--- src/rtl/shot_scheduler.sv ---
// shot_scheduler: round-robin owner of a shared trajectory unit for a two-player shooting game.
// Optional SHOT_WATCHDOG_EN adds a 64-cycle WAIT watchdog that reports a timed-out miss.
module shot_scheduler #(
    parameter logic [3:0] WIN_SCORE = 4'd7
) (
    input  logic       clk,
    input  logic       rst_n,
    input  logic [1:0] req,
    input  logic [4:0] p0_xpos,
    input  logic [4:0] p0_rise,
    input  logic [4:0] p0_run,
    input  logic       p0_dir,
    input  logic [4:0] p1_xpos,
    input  logic [4:0] p1_rise,
    input  logic [4:0] p1_run,
    input  logic       p1_dir,
    input  logic       clear_game,
    input  logic       calc_valid,
    input  logic       calc_hit,
    output logic       calc_shoot,
    output logic [4:0] calc_xpos,
    output logic [4:0] calc_rise,
    output logic [4:0] calc_run,
    output logic       calc_dir,
    output logic [1:0] grant,
    output logic       busy,
    output logic       done_valid,
    output logic       done_player,
    output logic       done_hit,
    output logic [3:0] score0,
    output logic [3:0] score1,
    output logic       game_over,
    output logic       winner,
    output logic       timeout
);
    typedef enum logic [2:0] {IDLE, ISSUE, WAIT, REPORT, OVER} state_t;

    state_t     state, state_nxt;
    logic       last_pl, pick_pl, cur_pl, hit_q, won, wd_expire;
    logic [3:0] cur_score, inc_score;

    // When both players request, the one not served last goes next.
    assign pick_pl   = (req == 2'b11) ? ~last_pl : req[1];
    assign cur_pl    = grant[1];
    assign cur_score = cur_pl ? score1 : score0;
    assign inc_score = (cur_score == 4'd15) ? 4'd15 : cur_score + 4'd1;
    assign won       = hit_q && !clear_game && (inc_score == WIN_SCORE);

`ifdef SHOT_WATCHDOG_EN
    logic [5:0] wd_cnt;
    logic       to_q;

    always_ff @(posedge clk or negedge rst_n) begin
        if (!rst_n)              wd_cnt <= '0;
        else if (state == ISSUE) wd_cnt <= '0;
        else if (state == WAIT)  wd_cnt <= wd_cnt + 6'd1;
    end

    always_ff @(posedge clk or negedge rst_n) begin
        if (!rst_n)                                          to_q <= 1'b0;
        else if (state == WAIT && (calc_valid || wd_expire)) to_q <= !calc_valid;
    end

    assign wd_expire = (state == WAIT) && (wd_cnt == 6'd63);
`else
    assign wd_expire = 1'b0;
`endif

    always_ff @(posedge clk or negedge rst_n) begin
        if (!rst_n) state <= IDLE;
        else        state <= state_nxt;
    end

    always_comb begin
        state_nxt = state;
        case (state)
            IDLE:    if (req != 2'b00) state_nxt = ISSUE;
            ISSUE:   state_nxt = WAIT;
            WAIT:    if (calc_valid || wd_expire) state_nxt = REPORT;
            REPORT:  state_nxt = won ? OVER : IDLE;
            OVER:    if (clear_game) state_nxt = IDLE;
            default: state_nxt = IDLE;
        endcase
    end

    always_comb begin
        calc_shoot  = (state == ISSUE);
        busy        = (state == ISSUE) || (state == WAIT);
        done_valid  = (state == REPORT);
        done_player = (state == REPORT) && cur_pl;
        done_hit    = (state == REPORT) && hit_q;
        game_over   = (state == OVER);
`ifdef SHOT_WATCHDOG_EN
        timeout     = (state == REPORT) && to_q;
`else
        timeout     = 1'b0;
`endif
    end

    always_ff @(posedge clk or negedge rst_n) begin
        if (!rst_n) begin
            grant     <= 2'b00;
            calc_xpos <= '0;
            calc_rise <= '0;
            calc_run  <= '0;
            calc_dir  <= 1'b0;
            last_pl   <= 1'b1;
            hit_q     <= 1'b0;
        end else begin
            if (state == IDLE && req != 2'b00) begin
                grant     <= pick_pl ? 2'b10 : 2'b01;
                calc_xpos <= pick_pl ? p1_xpos : p0_xpos;
                calc_rise <= pick_pl ? p1_rise : p0_rise;
                calc_run  <= pick_pl ? p1_run  : p0_run;
                calc_dir  <= pick_pl ? p1_dir  : p0_dir;
            end
            if (state == WAIT && (calc_valid || wd_expire))
                hit_q <= calc_valid && calc_hit;
            if (state == REPORT) begin
                last_pl <= cur_pl;
                grant   <= 2'b00;
            end
        end
    end

    // clear_game always zeroes the scores; only in OVER does it also drop the winner.
    always_ff @(posedge clk or negedge rst_n) begin
        if (!rst_n) begin
            score0 <= '0;
            score1 <= '0;
            winner <= 1'b0;
        end else begin
            if (clear_game) begin
                score0 <= '0;
                score1 <= '0;
            end else if (state == REPORT && hit_q) begin
                if (cur_pl) score1 <= inc_score;
                else        score0 <= inc_score;
            end
            if (state == OVER && clear_game) winner <= 1'b0;
            else if (state == REPORT && won) winner <= cur_pl;
        end
    end
endmodule

--- config.mk ---
export PLATFORM = sky130hd
export DESIGN_NAME = shot_scheduler
export DESIGN_NICKNAME = d
export VERILOG_FILES = /design/src/rtl/shot_scheduler.sv
export SDC_FILE = /design/constraint.sdc
export NUM_CORES = 1
export LEC_CHECK = 0
export BUFFER_PORTS_ARGS = -buffer_cell sky130_fd_sc_hd__buf_2
export CAP_MARGIN = 40
export CORE_MARGIN = 1
export CORE_UTILIZATION = 25
export DETAILED_ROUTE_END_ITERATION = 8
export PLACE_DENSITY_LB_ADDON = 0.1
export SLEW_MARGIN = 20
export SYNTH_ARGS = -nofsm -noshare
export SYNTH_HDL_FRONTEND = slang
export SYNTH_SLANG_ARGS = --single-unit
--- constraint.sdc ---
create_clock -name clk -period 2.5 [get_ports clk]
set_clock_uncertainty 0.2 [all_clocks]
set_input_delay 0.125 -clock clk [delete_from_list [all_inputs] [get_ports clk]]
set_output_delay 0.125 -clock clk [all_outputs]
set_load 0.01 [all_outputs]
**Yosys cells after proc, flatten, opt, wreduce, memory -nomap -nowiden**

Index checks and enable logic that the tools add are counted.

- Bitwise gates (word level): 1
- Multiplexer cells: 23
- $add $sub $neg: 1
- Equality and inequality tests: 11
- Reduce and logical (&&, ||, !) cells: 20

Operator list:

| kind | count |
|---|---|
| 4-bit two-way mux | 8 |
| 5-bit two-way mux | 3 |
| 3-bit one-hot mux with 5 select lines | 1 |
| 3-bit two-way mux | 4 |
| 2-bit nonzero test | 5 |
| 1-bit logical AND | 9 |
| 2-bit inequality test (second input constant) | 4 |
| 3-bit by 2-bit == test with 1-bit output (second input constant) | 2 |
| 2-bit two-way mux | 3 |
| 4-bit by 1-bit adder with 4-bit output (second input constant) | 1 |
| 4-bit by 3-bit == test with 1-bit output (second input constant) | 1 |
| 4-bit == test (second input constant) | 1 |
| 1-bit two-way mux | 4 |
| 2-bit AND reduction | 2 |
| 3-bit by 1-bit == test with 1-bit output (second input constant) | 1 |
| 3-bit == test (second input constant) | 1 |
| 3-bit zero test | 1 |
| 3-bit AND reduction | 1 |
| 2-bit == test (second input constant) | 1 |
| 1-bit zero test | 1 |
| 1-bit logical OR | 1 |
| 1-bit NOT | 1 |

- Word-level logic and storage cells: 67
- Flip-flop bits (word level): 32

**Depth between registers and ports, before layout**

Gate-level depths: netlist of run 1.

- Word-level depth: 8
- Depth in mapped cells: 8
- Depth with buffers taken out: 7

**Least setup slack after synthesis of run 1**

No wires, ideal clock.

- Kind: register to register
- Start point: reg grant[1]
- End point: reg winner
- Slack: -0.064 ns
- Required time: 2.221 ns
- Arrival time: 2.285 ns
- Period minus slack after synthesis: 2.564 ns
- Stages on the path, launching flop included: 8
- Setup time: 0.079 ns
- Cells stage by stage: dfrtp_1 -> buf_2 -> mux2_2 -> ha_1 -> and3b_1 -> o32a_1 -> a2111oi_2 -> mux2i_1

- Cells in the longest elaborated chain, start to end: 7

RTL lines:

| what | RTL line | source |
|---|---|---|
| from (decl) | 25 | `output logic [1:0] grant,` |
| from (signal assigned) | 111 | `grant <= pick_pl ? 2'b10 : 2'b01;` |
| 4-bit two-way mux | 45 | `assign cur_score = cur_pl ? score1 : score0;` |
| 4-bit by 1-bit adder with 4-bit output or 4-bit == test (tied branches) | 46 | `assign inc_score = (cur_score == 4'd15) ? 4'd15 : cur_score + 4'd1;` |
| 4-bit two-way mux | 46 |  |
| 4-bit by 3-bit == test with 1-bit output | 47 | `assign won = hit_q && !clear_game && (inc_score == WIN_SCORE);` |
| 1-bit logical AND | 47 |  |
| 1-bit logical AND | 141 | `else if (state == REPORT && won) winner <= cur_pl;` |
| 2-bit nonzero test (no source line) | -- |  |
| to (signal assigned) | 141 |  |
| to (decl) | 33 | `output logic winner,` |

Several ways; a longest one is shown, not always the timed one. The select of a mux whose other input is x is not followed.
A chain may end at the register's enable or synchronous reset.

**Worst setup path in the final report of run 1**

Same ends and word-level chain as after synthesis.

==> metrics.csv, run 1 <==
metric,value,unit
"slowest stage delay, CP",0.40,ns
Clock transition at path regs,0.07,ns
Final Hold Vio Count,0,
FMAX,426,MHz
H-tree depth,2,
clk sink count,32,
first-pass GRT wire length,7250,um
hold slack,0.000157,ns
CTS Buffer Depth,2,
cell count after synthesis,167,
max-cap violation count,0,
Top Ports,73,
Initial DRT Pass Iterations,6,
R2R depth,6,
Mapped Area,1640,um2
Critical Path Sink Type,register,
core area,6350,um2
Post-DP Area,2060,um2
max-slew violations,0,
Crit path arrival time,2.36,ns
PD cells,892,nW/um2
Gate power share,40.8,%
status,"complete, but fails checks",
worst-case vdd ir drop,319,uV
Layout fillers,639,
Core Rows,29,
"FF+latch count, synth",32,
final net count,311,
Die Y,83.1,um
# DRC,2,
fin crit period,2.35,ns
Final TNS setup,0,ns
setup violators final,0,
period utilisation layout,94.0,%
initial antenna violation count,0,
vias in the first global route,1553,
initial DRC count,37,
type of origin of the critical path,register,
CTS resizes,0,
Net Sw Frac,36.3,%
Skew-Pair Late Insertion Delay,0.28,ns
routed wire length,4270,um
failing checks,design-rule violations,
total grt overflow,0,
Worst path slowest cell,dfrtp_2,
total track usage,13.2,%
cell-internal power,1.45,mW
TritonCTS clock tree,yes,
Port Buffer Count,71,
WP data required,2.51,ns
post-synth net total,207,
hpwl dp,2940,um
via density per instance,4.43,
via count,1547,
number of synthesized flops with an enable pin,0,
initial core utilization,25.9,%
PnR worst setup slack,0.150,ns
Avg Inst Size Synth,9.84,um2
Leak,1.28,nW
Clk pwr share,21.5,%
Post-synth ARST share,100,%
Synthesis Warnings,0,
largest net degree at the start of global routing,33,
root buf cell,clkbuf_8,
Area Growth Syn to Fin,55.4,%
Psw,826,uW
Antenna Violating Nets Remaining,0,
worst path cell trace,mux2_2 -> ha_1 -> and3b_1 -> o32a_1 -> a2111oi_4 -> mux2i_1,
Worst Hold Class,primary input to async pin,
layout cells sized above 1,32.7,%
Final Cell Area,2550,um2
Die X,83.1,um
antenna diode count,0,
TritonCTS buffer count,5,
Worst Path Max Fanout,7,
"Seq/Total Area, Yosys",48.8,%
die area,6900,um2
Flop pwr share,37.8,%
Synth cell types,37,
post-place setup slack,0.148,ns
Crit Path Category,register to register,
gpl congestion,0.774,
RSZ-0062 raised after global routing,no,
drt wl/cell,12.2,um
ys flop type,dfrtp_1,
-- state kept, by name (all words and copies together), names as in the netlist --
signal / cells
winner: 1
score1: 4
last_pl: 1
score0: 4
calc_xpos: 5
calc_dir: 1
state: 3
grant: 2
calc_run: 5
calc_rise: 5
hit_q: 1
-- cells in the mapped netlist (2+ instances only) --
cell type  instances  area [um2]
a211oi_1           5        37.5
a21oi_1            4        20.0
and3_1             2        12.5
and3b_1            3        26.3
buf_2             11        55.1
clkbuf_1           2        7.51
dfrtp_1           31         776
inv_1              3        11.3
mux2_2             3        33.8
mux2i_1           19         190
nand2_1           21        78.8
nand3_1            4        20.0
nand4b_1           2        17.5
nor2_1            13        48.8
nor3_1             3        15.0
nor3b_1            3        22.5
o21ai_0            6        30.0
o21ai_1           13        65.1
-- cell usage in the layout (no fill, tap or decap), drive strengths merged, types with 2 or more instances in the layout --
master       instances
and3b                3
inv                  3
o21ai               19
a21oi                4
buf                 75
nand2               21
nor3b                3
mux2                 3
dlygate4sd3         36
nor3                 3
nand4b               2
mux2i               19
nor2                13
clkbuf               6
and3                 2
a211oi               5
dfrtp               31
nand3                4
-- power groups by stage --
stage               Clock, mW  Combinational [mW]  Sequential [mW]
floorplan                   0               0.517            0.896
global placement            0               0.863            0.878
detailed placement          0               0.870            0.868
CTS                     0.510               0.939            0.864
global route            0.541                1.04            0.895
finish                  0.489               0.928            0.860
-- final timing paths --
check / startpoint / to / slack [ns]
setup / recovery: grant[1] / winner / 0.15
hold / removal: rst_n / score0[3] / 0.0002
setup reg to reg: grant[1] / winner / 0.15
hold reg to reg: calc_run[3] / calc_run[3] / 0.28
max in group asynchronous: rst_n / last_pl / 1.66
min in group clk: req[1] / state[0] / 0.10
-- area by class of cell --
class                   count  area, um2  area share [%]
flip-flops and latches     32        803            31.5
clock buffers               6       72.6            2.84
inverters                   3       11.3           0.441
multi-input cells         118        776            30.4
repair buffers            111        758            29.7
clock inverters             2       35.0            1.37
well taps                  77       96.3            3.77
-- repair_timing --
action / CTS / global route
hold buffers: 36 / 0
setup buffers: 0 / 0
endpoints found under the hold margin: 56 / 0
-- worst max-delay path, delay by kind of cell, from the launching register on --
| family | cells | cell delay, ns |
|---|---|---|
| DFF | 1 | 0.40 |
| AOI/OAI and AO/OA | 2 | 0.65 |
| and+or+nand+nor | 1 | 0.20 |
| muxes | 2 | 0.56 |
| adders and majority gates | 1 | 0.26 |
-- through the flow --
step	power, mW	instances	util (%)
after floorplan	1.41	167	-
after global placement	1.74	304	32.5
after detailed placement	1.74	304	32.5
after CTS	2.31	348	39.9
after global routing	2.47	349	40.2
final	2.28	349	40.2
-- cells by family (layout without fill, tap and decap cells) --
logic type / after synthesis / in the layout / synth area share (%)
other cells: 1 / 1 / 0.228
xor+xnor: 1 / 1 / 0.533
simple gates: 59 / 59 / 18.4
mux: 22 / 22 / 13.6
buf+inv: 17 / 122 / 4.95
compound gates: 34 / 34 / 12.6
flops: 32 / 32 / 48.8
fa+ha+maj: 1 / 1 / 0.761
-- routing by layer --
layer	global-route usage [%]	wire length, um
met5	0	0
met4	3.45	14
met3	5.86	332
met2	21.9	1980
met1	15.7	1940
No activity file was read; power rests on OpenSTA's default activity.
==> run 2, diff against run 1 <==
==> constraint.sdc (replaced) <==
create_clock -name clk -period 2.5 [get_ports clk]
set_clock_uncertainty 0.2 [all_clocks]
set_input_delay 0.25 -clock clk [delete_from_list [all_inputs] [get_ports clk]]
set_output_delay 0.25 -clock clk [all_outputs]
set_load 0.01 [all_outputs]
==> run 2 against run 1 <==
  * The flow still finishes with violations (design-rule violations)
  * Critical path type unchanged
  * Worst setup slack lost 0.0054 ns
  * Global-route usage shrank 0.73 points
  * Clock-buffer cell count did not move
==> metrics.csv, run 2 (synthesized netlist as in run 1, its figures left out) <==
metric,value,unit
Top Ports,73,
Core Rows,29,
core area,6350,um2
Worst Path Max Fanout,7,
Clock transition at path regs,0.07,ns
max-cap violation count,0,
gpl congestion,0.788,
Final Hold Vio Count,0,
WP data required,2.51,ns
Flop pwr share,39.4,%
failing checks,design-rule violations,
Clk pwr share,19.4,%
cell-internal power,1.33,mW
first-pass GRT wire length,6800,um
root buf cell,clkbuf_8,
die area,6900,um2
Initial DRT Pass Iterations,6,
post-placement cell count,305,
Area Growth Syn to Fin,35.4,%
worst r2r dst,winner,
Crit Path Category,register to register,
# DRC,2,
RSZ-0062 raised after global routing,no,
hold path endpoint,calc_run[0],
via count,1424,
final net count,278,
via density per instance,4.51,
Antenna Violating Nets Remaining,0,
"commonest non-fill, non-tap cell in the layout",buf_2,
largest net degree at the start of global routing,33,
setup violators final,0,
Post-DP Area,2080,um2
routed wire length,4030,um
reg2reg setup slack,0.14,ns
vias in the first global route,1448,
Die X,83.1,um
Worst Hold Class,primary input to register,
biggest regs,"calc_rise: 5 flops, calc_run: 5 flops, calc_xpos: 5 flops",
layout cells sized above 1,38.1,%
initial core utilization,25.9,%
CTS Buffer Depth,2,
post-place setup slack,0.171,ns
Die Y,83.1,um
PnR worst setup slack,0.145,ns
Port Buffer Count,71,
PD cells,968,nW/um2
TritonCTS buffer count,5,
Gate power share,41.2,%
Net Sw Frac,38.2,%
Psw,822,uW
Final TNS setup,0,ns
total track usage,12.5,%
Min-Delay Path Depth,3,
Final Cell Area,2220,um2
FMAX,425,MHz
max-slew violations,0,
total grt overflow,0,
Skew-Pair Late Insertion Delay,0.28,ns
type of origin of the critical path,register,
worst-case vdd ir drop,323,uV
fin crit period,2.36,ns
initial antenna violation count,0,
antenna diode count,0,
Crit path arrival time,2.37,ns
hpwl dp,2940,um
"commonest non-fill, non-tap cells in the layout","71 x buf_2, 30 x dfrtp_1, 21 x nand2_1",
Critical Path Sink Type,register,
min-delay src,p0_run[0],
period utilisation layout,94.2,%
initial DRC count,36,
Leak,1.14,nW
R2R depth,6,
reg-to-reg startpoint,grant[1],
TritonCTS clock tree,yes,
status,"complete, but fails checks",
drt wl/cell,12.7,um
H-tree depth,2,
clk sink count,32,
Finished Layout Cells,316,
[run 2: cell count changes in the layout (fill, tap and decap cells not counted), sizes merged]
cell / previous run / this run
buf: 75 / 76
clkinv: 1 / 2
bufinv: 1 / 0
dlygate4sd3: 36 / 2
[run 2: worst max-delay path by stage]
stage / slack [ns] / endpoint / from / cells after the start
6_report: 0.14 / winner / grant[1] / 6
3_3_place_gp: 0.18 / winner / grant[1] / 6
5_1_grt: 0.03 / winner / grant[1] / 6
4_1_cts: 0.15 / winner / grant[1] / 6
2_1_floorplan: 0.04 / winner / grant[1] / 7
3_5_place_dp: 0.17 / winner / grant[1] / 6
[run 2: area by class of cell]
cell class                      count  area, um2
Sequential cell                    32        803
Fill cell                         648       4130
Clock inverter                      2       10.0
Tap cell                           77       96.3
Clock buffer                        6       82.6
Multi-Input combinational cell    118        776
Timing Repair Buffer               78        445
Inverter                            3       11.3
[run 2: power by group through the flow]
stage	Combinational [mW]	Clock [mW]	Sequential [mW]
after floorplan	0.517	0	0.896
after global placement	0.894	0	0.865
after detailed placement	0.901	0	0.860
after CTS	0.901	0.432	0.855
after global routing	0.993	0.463	0.883
final	0.888	0.417	0.849
[run 2: worst max-delay path, cell delays in order (launching register included)]
cell and delay (ns):
dfrtp_2 0.40, mux2_2 0.34, ha_1 0.26, and3b_1 0.20, o32a_1 0.39, a2111oi_4 0.26, mux2i_1 0.21
[run 2: routing by layer]
| metal | global-route usage, % | part of all wire (%) | wire length [um] | up-vias |
|---|---|---|---|---|
| li1 | - | - | - | 730 |
| met1 | 14.6 | 44 | 1780 | 633 |
| met2 | 20.4 | 46 | 1860 | 56 |
| met3 | 5.37 | 8.2 | 332 | 5 |
| met4 | 4.70 | 1.3 | 51 | 0 |
| met5 | 0 | 0 | 0 | - |
[run 2: timing repair]
action	4_1_cts	5_1_grt
hold buffers	2	0
setup buffers	0	0
endpoints found under the hold margin	32	0
resized for setup	0	0
[run 2: through the flow]
stage / hold slack [ns] / total power [mW] / util (%)
2_1_floorplan: -0.246 / 1.41 / -
4_1_cts: 0.0314 / 2.19 / 34.6
3_5_place_dp: 0.174 / 1.76 / 32.8
3_3_place_gp: 0.171 / 1.76 / 32.8
5_1_grt: 0.0501 / 2.34 / 35.0
6_report: 0.0343 / 2.15 / 35.0
==> run 3, diff against run 2 <==
Settings changed: BUFFER_PORTS_ARGS -buffer_cell sky130_fd_sc_hd__buf_2 to not set, DONT_BUFFER_PORTS set to 1, GPL_ROUTABILITY_DRIVEN set to 0.
==> run 3 against run 2 <==
  * The flow now finishes without violations
  * Critical path depth unchanged
  * Worst setup slack got worse by 0.025 ns
  * Utilization stayed put
  * Non-clock buffer count fell by 32
  * Global-route usage rose by 0.56 points
  * Fmax fell by 1.0%
  * Critical endpoint unchanged
  * Combinational power shrank 21%
  * Via count shrank 3.2%
  * Sequential cell count unchanged
  * Cell area is the same
  * Die area unchanged
  * Total power shrank 4.4%
==> metrics.csv, run 3 (synthesized netlist as in run 1, its figures left out) <==
metric,value,unit
Crit Path Category,register to register,
Port Buffer Count,0,
worst-case vdd ir drop,313,uV
initial DRC count,41,
antenna diode count,0,
PD cells,926,nW/um2
"commonest non-fill, non-tap cells in the layout","36 x dlygate4sd3_1, 30 x dfrtp_1, 21 x nand2_1",
via density per instance,4.86,
via count,1379,
layout cells sized above 1,11.1,%
actual slew at the worst max-slew pin,0.626,ns
clk sink count,32,
status,finished clean,
Die Y,83.1,um
Final TNS setup,0,ns
RSZ-0062 raised after global routing,no,
Finished Layout Cells,284,
Worst Path Max Fanout,6,
routed wire length,4250,um
H-tree depth,2,
Area Growth Syn to Fin,35.4,%
drt wl/cell,15.0,um
TritonCTS clock tree,yes,
Slew Limit Headroom,58.1,%
initial antenna violation count,0,
CTS Buffer Depth,2,
Top Ports,73,
post-layout util,35.0,%
Crit path arrival time,2.38,ns
Final Hold Vio Count,0,
PnR Total Power,2.06,mW
Post-DP Area,1750,um2
hpwl dp,2860,um
period utilisation layout,95.2,%
Clock transition at path regs,0.07,ns
type of origin of the critical path,register,
Critical Path Sink Type,register,
first-pass GRT wire length,7200,um
max-cap violation count,0,
Final Cell Area,2220,um2
"commonest non-fill, non-tap cell in the layout",dlygate4sd3_1,
min-delay src,calc_valid,
max-slew violations,0,
post-placement cell count,239,
postcts setup bufs,0,
WP data required,2.50,ns
total grt overflow,0,
Layout fillers,646,
Worst Setup SP,grant[1],
Initial DRT Pass Iterations,4,
largest net degree at the start of global routing,33,
root buf cell,clkbuf_8,
Leak,0.990,nW
Reg area,803,um2
total track usage,13.1,%
initial core utilization,25.9,%
Worst Hold Class,primary input to register,
TritonCTS buffer count,5,
die area,6900,um2
Die X,83.1,um
final net count,246,
Antenna Violating Nets Remaining,0,
biggest regs,"calc_rise: 5 flops, calc_run: 5 flops, calc_xpos: 5 flops",
fin crit period,2.38,ns
setup violators final,0,
core area,6350,um2
Core Rows,29,
reg-to-reg startpoint,grant[1],
vias in the first global route,1497,
# DRC,0,
FMAX,420,MHz
multi-input logic area,776,um2
Skew-Pair Late Insertion Delay,0.28,ns
## run 3: path summary, 6_finish.rpt
kind	endpoint	slack, ns	cells after the start
min reg2reg	calc_run[4]	0.35	2
max reg2reg	winner	0.12	6
max in group asynchronous	last_pl	1.64	2
min in group asynchronous	score1[1]	0.21	2
min	hit_q	0.14	2
max	winner	0.12	6
## run 3: repair_timing
action,CTS,global route
hold endpoints to repair,60,0
hold buffers,37,0
resized for setup,0,0
## run 3: critical path: stages (launching register included)
cell and delay, ns:
dfrtp_2 0.44, mux2_2 0.35, ha_1 0.23, and3b_1 0.19, o32a_1 0.39, a2111oi_4 0.25, mux2i_1 0.23
## run 3: power by group
| part | switching, mW | leakage (nW) | total (mW) | internal (mW) |
|---|---|---|---|---|
| Combinational | 0.377 | 0.538 | 0.701 | 0.324 |
| Sequential | 0.228 | 0.407 | 0.944 | 0.716 |
| Clock | 0.190 | 0.0455 | 0.415 | 0.225 |
## run 3: layer usage
metal | vias to the layer above | global-route usage (%) | share of wire [%]
met1 | 660 | 13.9 | 39
met5 | - | 0 | 0
met3 | 2 | 4.97 | 8.6
met2 | 55 | 23.6 | 51
met4 | 0 | 4.39 | 0.59
li1 | 662 | - | -
## run 3: cell type report
class / instances / area share, %
Inverter: 3 / 0.506
Sequential cell: 32 / 36.1
Timing Repair Buffer: 46 / 20.1
Multi-Input combinational cell: 118 / 34.9
Tap cell: 77 / 4.33
Clock buffer: 8 / 4.05
## run 3: through the flow
stage / setup WS, ns / hold slack [ns]
after floorplan: 0.0438 / -0.246
after global placement: 0.185 / -0.244
after detailed placement: 0.137 / -0.245
after CTS: 0.102 / 0.130
after global routing: 0.0230 / 0.132
final: 0.120 / 0.142
